--- src/rtl/maxpool_stream.sv ---
// maxpool_stream: streaming KxK max-pooling stage with valid/ready on both sides, raster order in and out.
// Build option MAXPOOL_SIGNED_EN: compare pixels as two's-complement signed (default unsigned).
`default_nettype none

module maxpool_stream #(
  parameter int DATA_W = 4,
  parameter int IMG_W  = 7,
  parameter int IMG_H  = 7,
  parameter int K      = 2
) (
  input  logic              clk,
  input  logic              rst,
  input  logic              in_valid,
  output logic              in_ready,
  input  logic [DATA_W-1:0] in_data,
  output logic              out_valid,
  input  logic              out_ready,
  output logic [DATA_W-1:0] out_data,
  output logic              out_last
);

  localparam int OUT_W = IMG_W / K;
  localparam int OUT_H = IMG_H / K;
  localparam int CW    = $clog2(IMG_W);
  localparam int RW    = $clog2(IMG_H);
  localparam int KW    = $clog2(K);
  localparam int WCW   = $clog2(OUT_W + 1);
  localparam int WRW   = $clog2(OUT_H + 1);
  localparam int AW    = (OUT_W > 1) ? $clog2(OUT_W) : 1;

  localparam logic [CW-1:0]  COL_MAX = CW'(IMG_W - 1);
  localparam logic [RW-1:0]  ROW_MAX = RW'(IMG_H - 1);
  localparam logic [KW-1:0]  K_MAX   = KW'(K - 1);
  localparam logic [WCW-1:0] WC_LIM  = WCW'(OUT_W);
  localparam logic [WRW-1:0] WR_LIM  = WRW'(OUT_H);
  localparam logic [WCW-1:0] WC_LAST = WCW'(OUT_W - 1);
  localparam logic [WRW-1:0] WR_LAST = WRW'(OUT_H - 1);

  // Raster position plus its window decomposition (kc = col%K, wc = col/K, likewise for rows).
  logic [CW-1:0]     col;
  logic [RW-1:0]     row;
  logic [KW-1:0]     kc;
  logic [KW-1:0]     kr;
  logic [WCW-1:0]    wc;
  logic [WRW-1:0]    wr;
  logic [DATA_W-1:0] acc [OUT_W];

  logic              accept;
  logic              in_range;
  logic              win_first;
  logic              win_done;
  logic              frame_last;
  logic              pix_gt;
  logic [AW-1:0]     idx;
  logic [DATA_W-1:0] acc_sel;
  logic [DATA_W-1:0] max_val;

  assign in_ready   = !out_valid || out_ready;
  assign accept     = in_valid && in_ready;
  assign idx        = wc[AW-1:0];
  assign in_range   = (wc < WC_LIM) && (wr < WR_LIM);
  assign win_first  = (kc == '0) && (kr == '0);
  assign win_done   = in_range && (kc == K_MAX) && (kr == K_MAX);
  assign frame_last = (wc == WC_LAST) && (wr == WR_LAST);
  assign acc_sel    = acc[idx];

`ifdef MAXPOOL_SIGNED_EN
  assign pix_gt = $signed(in_data) > $signed(acc_sel);
`else
  assign pix_gt = in_data > acc_sel;
`endif

  assign max_val = pix_gt ? in_data : acc_sel;

  always_ff @(posedge clk or negedge rst) begin
    if (!rst) begin
      col <= '0;
      row <= '0;
      kc  <= '0;
      kr  <= '0;
      wc  <= '0;
      wr  <= '0;
    end else if (accept) begin
      if (col == COL_MAX) begin
        col <= '0;
        kc  <= '0;
        wc  <= '0;
        if (row == ROW_MAX) begin
          row <= '0;
          kr  <= '0;
          wr  <= '0;
        end else begin
          row <= row + 1'b1;
          if (kr == K_MAX) begin
            kr <= '0;
            wr <= wr + 1'b1;
          end else begin
            kr <= kr + 1'b1;
          end
        end
      end else begin
        col <= col + 1'b1;
        if (kc == K_MAX) begin
          kc <= '0;
          wc <= wc + 1'b1;
        end else begin
          kc <= kc + 1'b1;
        end
      end
    end
  end

  // Cropped pixels (wc or wr past the last full window) never touch the bank.
  always_ff @(posedge clk or negedge rst) begin
    if (!rst) begin
      for (int i = 0; i < OUT_W; i++) acc[i] <= '0;
    end else if (accept && in_range) begin
      acc[idx] <= win_first ? in_data : max_val;
    end
  end

  // A result loading in the same cycle as the handshake keeps out_valid set.
  always_ff @(posedge clk or negedge rst) begin
    if (!rst) begin
      out_valid <= 1'b0;
      out_data  <= '0;
      out_last  <= 1'b0;
    end else begin
      if (out_valid && out_ready) out_valid <= 1'b0;
      if (accept && win_done) begin
        out_valid <= 1'b1;
        out_data  <= max_val;
        out_last  <= frame_last;
      end
    end
  end

endmodule

`default_nettype wire
--- config.mk ---
export PLATFORM = sky130hd
export DESIGN_NAME = maxpool_stream
export DESIGN_NICKNAME = d
export VERILOG_FILES = /design/src/rtl/maxpool_stream.sv
export SDC_FILE = /design/constraint.sdc
export NUM_CORES = 1
export LEC_CHECK = 0
export BUFFER_PORTS_ARGS = -buffer_cell sky130_fd_sc_hd__buf_2
export CAP_MARGIN = 30
export CORE_ASPECT_RATIO = 1.2
export CORE_MARGIN = 5
export CORE_UTILIZATION = 62
export DETAILED_ROUTE_END_ITERATION = 10
export PLACE_DENSITY = 0.83
export RECOVER_POWER = 50
export SLEW_MARGIN = 20
export SYNTH_ARGS = -nofsm -noshare
export SYNTH_HDL_FRONTEND = slang
export SYNTH_SLANG_ARGS = --single-unit
--- constraint.sdc ---
create_clock -name clk -period 5.67 [get_ports clk]
set_clock_uncertainty 0.2 [all_clocks]
set_input_delay 0.567 -clock clk [delete_from_list [all_inputs] [get_ports clk]]
set_output_delay 0.567 -clock clk [all_outputs]
set_load 0.02 [all_outputs]
* Yosys cells after proc, flatten, opt, wreduce, memory -nomap -nowiden
Index checks and enable logic that the tools add are counted.
** Storage, ports and cells
- Input port bits :: 8
- Output and inout port bits :: 7
- ROM bits :: 0
- Memories kept :: 0
- Memory bits (writable) :: 0
- Latch bits :: 0
- Flip-flop bits (word level) :: 30
** Cells by class
- Eq/ne operators :: 4
- Multipliers :: 0
- Reduce and logical (&&, ||, !) cells :: 18
- Bitwise logic cells :: 3
- Muxes and demuxes :: 20
- Div/mod/pow operators :: 0
- Order comparisons :: 5
- Shift operators :: 0
- $add $sub $neg :: 6
** Operator list (count)
- 2-to-1 mux 4 bit :: 5
- bitwise mux 12 bit :: 1
- logical AND 1 bit :: 10
- binary-select mux 4 bit (select 2 bit) :: 1
- demux 4 bit (select 2 bit) :: 1
- 2-to-1 mux 2 bit :: 4
- adder 3 x 1 -> 3 bit (second input constant) :: 2
- == test 3 bit (second input constant) :: 2
- 2-to-1 mux 1 bit :: 6
- 2-to-1 mux 3 bit :: 2
- nonzero test 2 bit :: 3
- adder 2 x 1 -> 2 bit (second input constant) :: 2
- == test 2 bit (second input constant) :: 2
- greater-than comparator 4 bit :: 1
- less-than comparator 2 bit (second input constant) :: 2
- AND reduction 2 bit :: 2
- >= comparator 3 bit (second input constant) :: 1
- less-than comparator 3 x 1 -> 1 bit (second input constant) :: 1
- inverter 2 -> 3 bit :: 1
- AND reduction 3 bit :: 1
- adder 1 bit (second input constant) :: 2
- inverter 1 bit :: 2
- logical NOT 1 bit :: 1
- logical OR 1 bit :: 1

* Longest topological paths before layout
- Word-level depth :: 8
- Depth in mapped cells :: 11
- Mapped depth without buffers :: 10

* Least setup slack after synthesis
OpenSTA, ideal clock, no wires.
- Kind :: register to register
- From :: register wc[0] (netlist: idx[0])
- To :: register acc[3] (netlist name)
- Arrival time :: 2102 ps
- Path slack :: 3240 ps
- Stages on the path, launching flop included :: 11
- Library setup time :: 128 ps
- Data required time :: 5342 ps
- Period minus slack after synthesis :: 2430 ps
- Path buffers :: 1
- Cell sequence :: dfrtp_1 buf_4 mux2i_1 o21ai_0 inv_1 ha_1 and4_4 o22a_2 o21a_4 mux2i_1 o21ai_1
** On the way
- Longest elaborated chain between the ends :: 8
- Elaborated cells between the ends (all ways) :: 16
** RTL lines
- start, declared :: RTL line 44 : logic [WCW-1:0] wc;
- start signal, assigned :: RTL line 105 : wc <= wc + 1'b1;
- inverter 2 -> 3 bit :: RTL line 65, 118
- binary-select mux 4 bit (select 2 bit) :: RTL line 65 : assign acc_sel = acc[idx];
- 2-to-1 mux 4 bit (implied by the code) (2 in a row) :: RTL line 65
- greater-than comparator 4 bit :: RTL line 70 : assign pix_gt = in_data > acc_sel;
- 2-to-1 mux 4 bit :: RTL line 73 : assign max_val = pix_gt ? in_data : acc_sel;
- 2-to-1 mux 4 bit :: RTL line 118 : acc[idx] <= win_first ? in_data : max_val;
- bitwise mux 12 bit :: RTL line 118
- end signal, assigned by index :: RTL line 118
- end, declared :: RTL line 46 : logic [DATA_W-1:0] acc [OUT_W];
Several ways; a longest one is shown, not always the timed one. The select of a mux whose other input is x is not followed.
A chain may end at the register's enable or synchronous reset.

* Worst setup path after layout
- From :: register wc[0] (netlist: idx[0])
- To :: register acc[6] (netlist name)
The elaborated chain is that of the path after synthesis.

==> results by group <==
Clock tree
  – Number of post-CTS setup repair buffers: 0
  – Max H-tree Level: 2
  – Clock transition at the registers of the reported paths: 90 ps
  – CTS buffer count: 5
  – PostCTS Resize Cnt: 0
  – Clock sinks: 30
  – CTS tree: done
  – CTS Root Cell: clkbuf_4
  – Clk buf depth: 2
  – Clk_lat worst skew: 330 ps
  – CTS Hold Buffers Added: 0

Setup path
  – RR Startpoint: idx[0]
  – R2R cell count: 9
  – Cell family with most CP delay: compound AO/OA/AOI/OAI gates
  – Crit Path Max Fanout: 10
  – RR Endpoint: acc[6]
  – CP peak stage delay: 600 ps
  – CP cell instances: mux2i_1 > o21ai_0 > inv_1 > ha_1 > nor2b_1 > o211ai_1 > o21a_4 > mux2i_1 > o21ai_1
  – Setup slack on the worst flop-to-flop path: 2840 ps
  – Worst setup EP type: flop
  – Startpoint Class: flop
  – Buf+Inv Stages, Crit Path: 1
  – Worst EP arrival: 2840 ps
  – Setup CP Type: flop to flop
  – WP data required: 5670 ps
  – CP most frequent cell: mux2i_1
  – Slowest CP cell: dfrtp_1

Timing
  – Worst slew pin tran: 1530 ps
  – Fmax: 353 MHz
  – Final Hold Viols: 0
  – Max-Slew Margin vs Limit: -1.83%
  – Min Tclk post-route: 2830 ps
  – Final Setup Violations: 0
  – RSZ-0062 raised after global routing: false
  – Final setup TNS: 0 ps
  – Worst Slack Setup Final: 2840 ps
  – Slew Viols, Final: 31
  – Crit share post-route: 50.0%

Synthesis
  – Unique masters post-synth: 28
  – Post-synth top area cell: dfrtp_1
  – Synthesized area: 1560 µm²
  – Mapped Cells: 159
  – Flops & latches, synth: 30
  – Syn Nets: 177
  – Ys flop type: dfrtp_1
  – Area contributors post-synth: dfrtp_1 (48%), ha_1 (8.0%), nand2_1 (8.0%)
  – Mean area per synthesized cell: 9.78 µm²
  – YS warnings: 0
  – Number of synthesized flops with an enable pin: 0
  – Synth top area share: 48.3%
  – Seq/Total Area, Yosys: 48.3%
  – Async S/R FF share, synth: 100%

Power and ir drop
  – Power Dens Cells: 548 nW/µm²
  – Maximum vdd drop: 330 µV
  – Leakage power: 0.822 nW

Global routing
  – Vias in the first global route: 1212
  – Initial antenna violation count: 0
  – Largest net degree at the start of global routing: 31
  – Total grt overflow: 0
  – Global-route wire length before repair: 5.55 mm
  – Total Routing Usage GR: 20.1%

Min path
  – Hold Crit Start: out_data[0]
  – Hold WC Path Type: flop to flop
  – Hold Path Sink: out_data[0]
  – Min-Delay Path Depth: 2

Run status
  – Failing checks: max-capacitance violations, max-slew violations
  – Status: finished, violations left

Routing
  – Via/cell ratio: 5.69
  – Drt drc: 0
  – Routed Antenna Nets: 0
  – Routed wire length: 3.02 mm
  – First-pass DRT Iterations: 4
  – Vias: 1200
  – Wire length per cell: 14.3 µm
  – Initial DRC Count: 30

Placed design
  – Dpl ws: 2880 ps
  – Port-buffer cells: 14
  – Final estimated routing congestion in global placement: 0.917
  – DPL Wire Length: 2.29 mm

Final layout
  – Layout net count: 195
  – Share of cells above drive strength 1: 14.6%
  – Count of filler cells inserted in the layout: 185
  – Sequential cell area: 751 µm²
  – Most frequent cells in the layout: nand2_1 (33), dfrtp_1 (30), o21ai_0 (17)
  – Ant diodes: 0
  – Multi-input logic area: 748 µm²
  – Commonest non-fill, non-tap cell in the layout: nand2_1
  – Area Growth Syn to Fin: 9.01%

Die
  – Die area: 3610 µm²
  – Num ports: 15
  – Row count: 20
  – Core area: 2480 µm²
  – Initial core utilization: 62.8%
  – Die W: 55.7 µm
  – Chip height: 64.9 µm

Flow run
  – Max-cap viol count: 1
## kinds of logic after synthesis
family	after synthesis	synth area share, %
mux	13	8.45
buf+inv	10	3.14
simple gates	53	16.0
compound gates	42	15.5
fa+ha+maj	10	8.05
xor+xnor	1	0.563
flops	30	48.3
## power by group
group          leakage (nW)  switching (mW)  total [mW]  internal [mW]
sequential            0.381          0.0825       0.384          0.302
clock                0.0353          0.0709       0.131         0.0600
combinational         0.405           0.237       0.414          0.177
total                 0.822           0.390       0.929          0.539
## synth_stat cells, drive strengths merged, types with 2 or more instances
master	count
mux2i	12
o21ai	32
nand3	4
and3b	2
a31oi	4
inv	7
buf	3
ha	10
nand2	33
nor2b	2
nand2b	2
dfrtp	30
nor2	6
## routing by layer
layer  GRT usage, %  share of wire [%]  vias to the layer above
met5              0                  0                        -
met4           10.6                3.5                        0
met3           6.77                4.1                       12
met2           33.3                 51                       31
met1           22.9                 42                      564
li1               -                  -                      593
## worst max path at each step
stage	startpoint	end	slack, ps	cells after the start
after global placement	idx[0]	acc[10]	3010	9
after detailed placement	idx[0]	acc[6]	2880	9
after floorplan	idx[0]	acc[3]	3240	10
after CTS	idx[0]	acc[6]	2870	9
final	idx[0]	acc[6]	2840	9
after global routing	idx[0]	acc[9]	2640	9
## sequential cells by signal, summed over array words and instances (netlist names)
signal / cells
kc: 1
acc: 12
idx: 2
kr: 1
wr: 2
out_last: 1
col: 3
out_data: 4
row: 3
out_valid: 1
## worst reg2reg max path: cells and delay by family (launching register included)
kind / cells / cell delay (ps)
multiplexers: 2 / 490
AO/OA/AOI/OAI: 4 / 880
flip-flops: 1 / 600
adder cells (fa/ha/maj): 1 / 300
AND/OR/NAND/NOR: 1 / 130
buffers and inverters: 1 / 110
## area by class of cell
type,count,share of cell area (%)
multi-input cells,119,44.1
flip-flops and latches,30,44.3
inverters,7,1.55
clock buffers,7,3.25
repair buffers,14,4.06
clock inverters,1,0.295
well taps,33,2.44
## per-stage QoR
stage | util [%] | cells | hold WS [ps] | cell area (µm²) | power (mW)
2_1_floorplan | - | 159 | 71.4 | 1560 | 0.698
3_3_place_gp | 66.4 | 203 | 261 | 1640 | 0.775
3_5_place_dp | 66.4 | 203 | 273 | 1640 | 0.801
4_1_cts | 68.8 | 211 | 62.4 | 1700 | 0.934
5_1_grt | 68.4 | 211 | 337 | 1700 | 1.02
6_report | 68.4 | 211 | 283 | 1700 | 0.929
No activity file was read; power rests on OpenSTA's default activity.
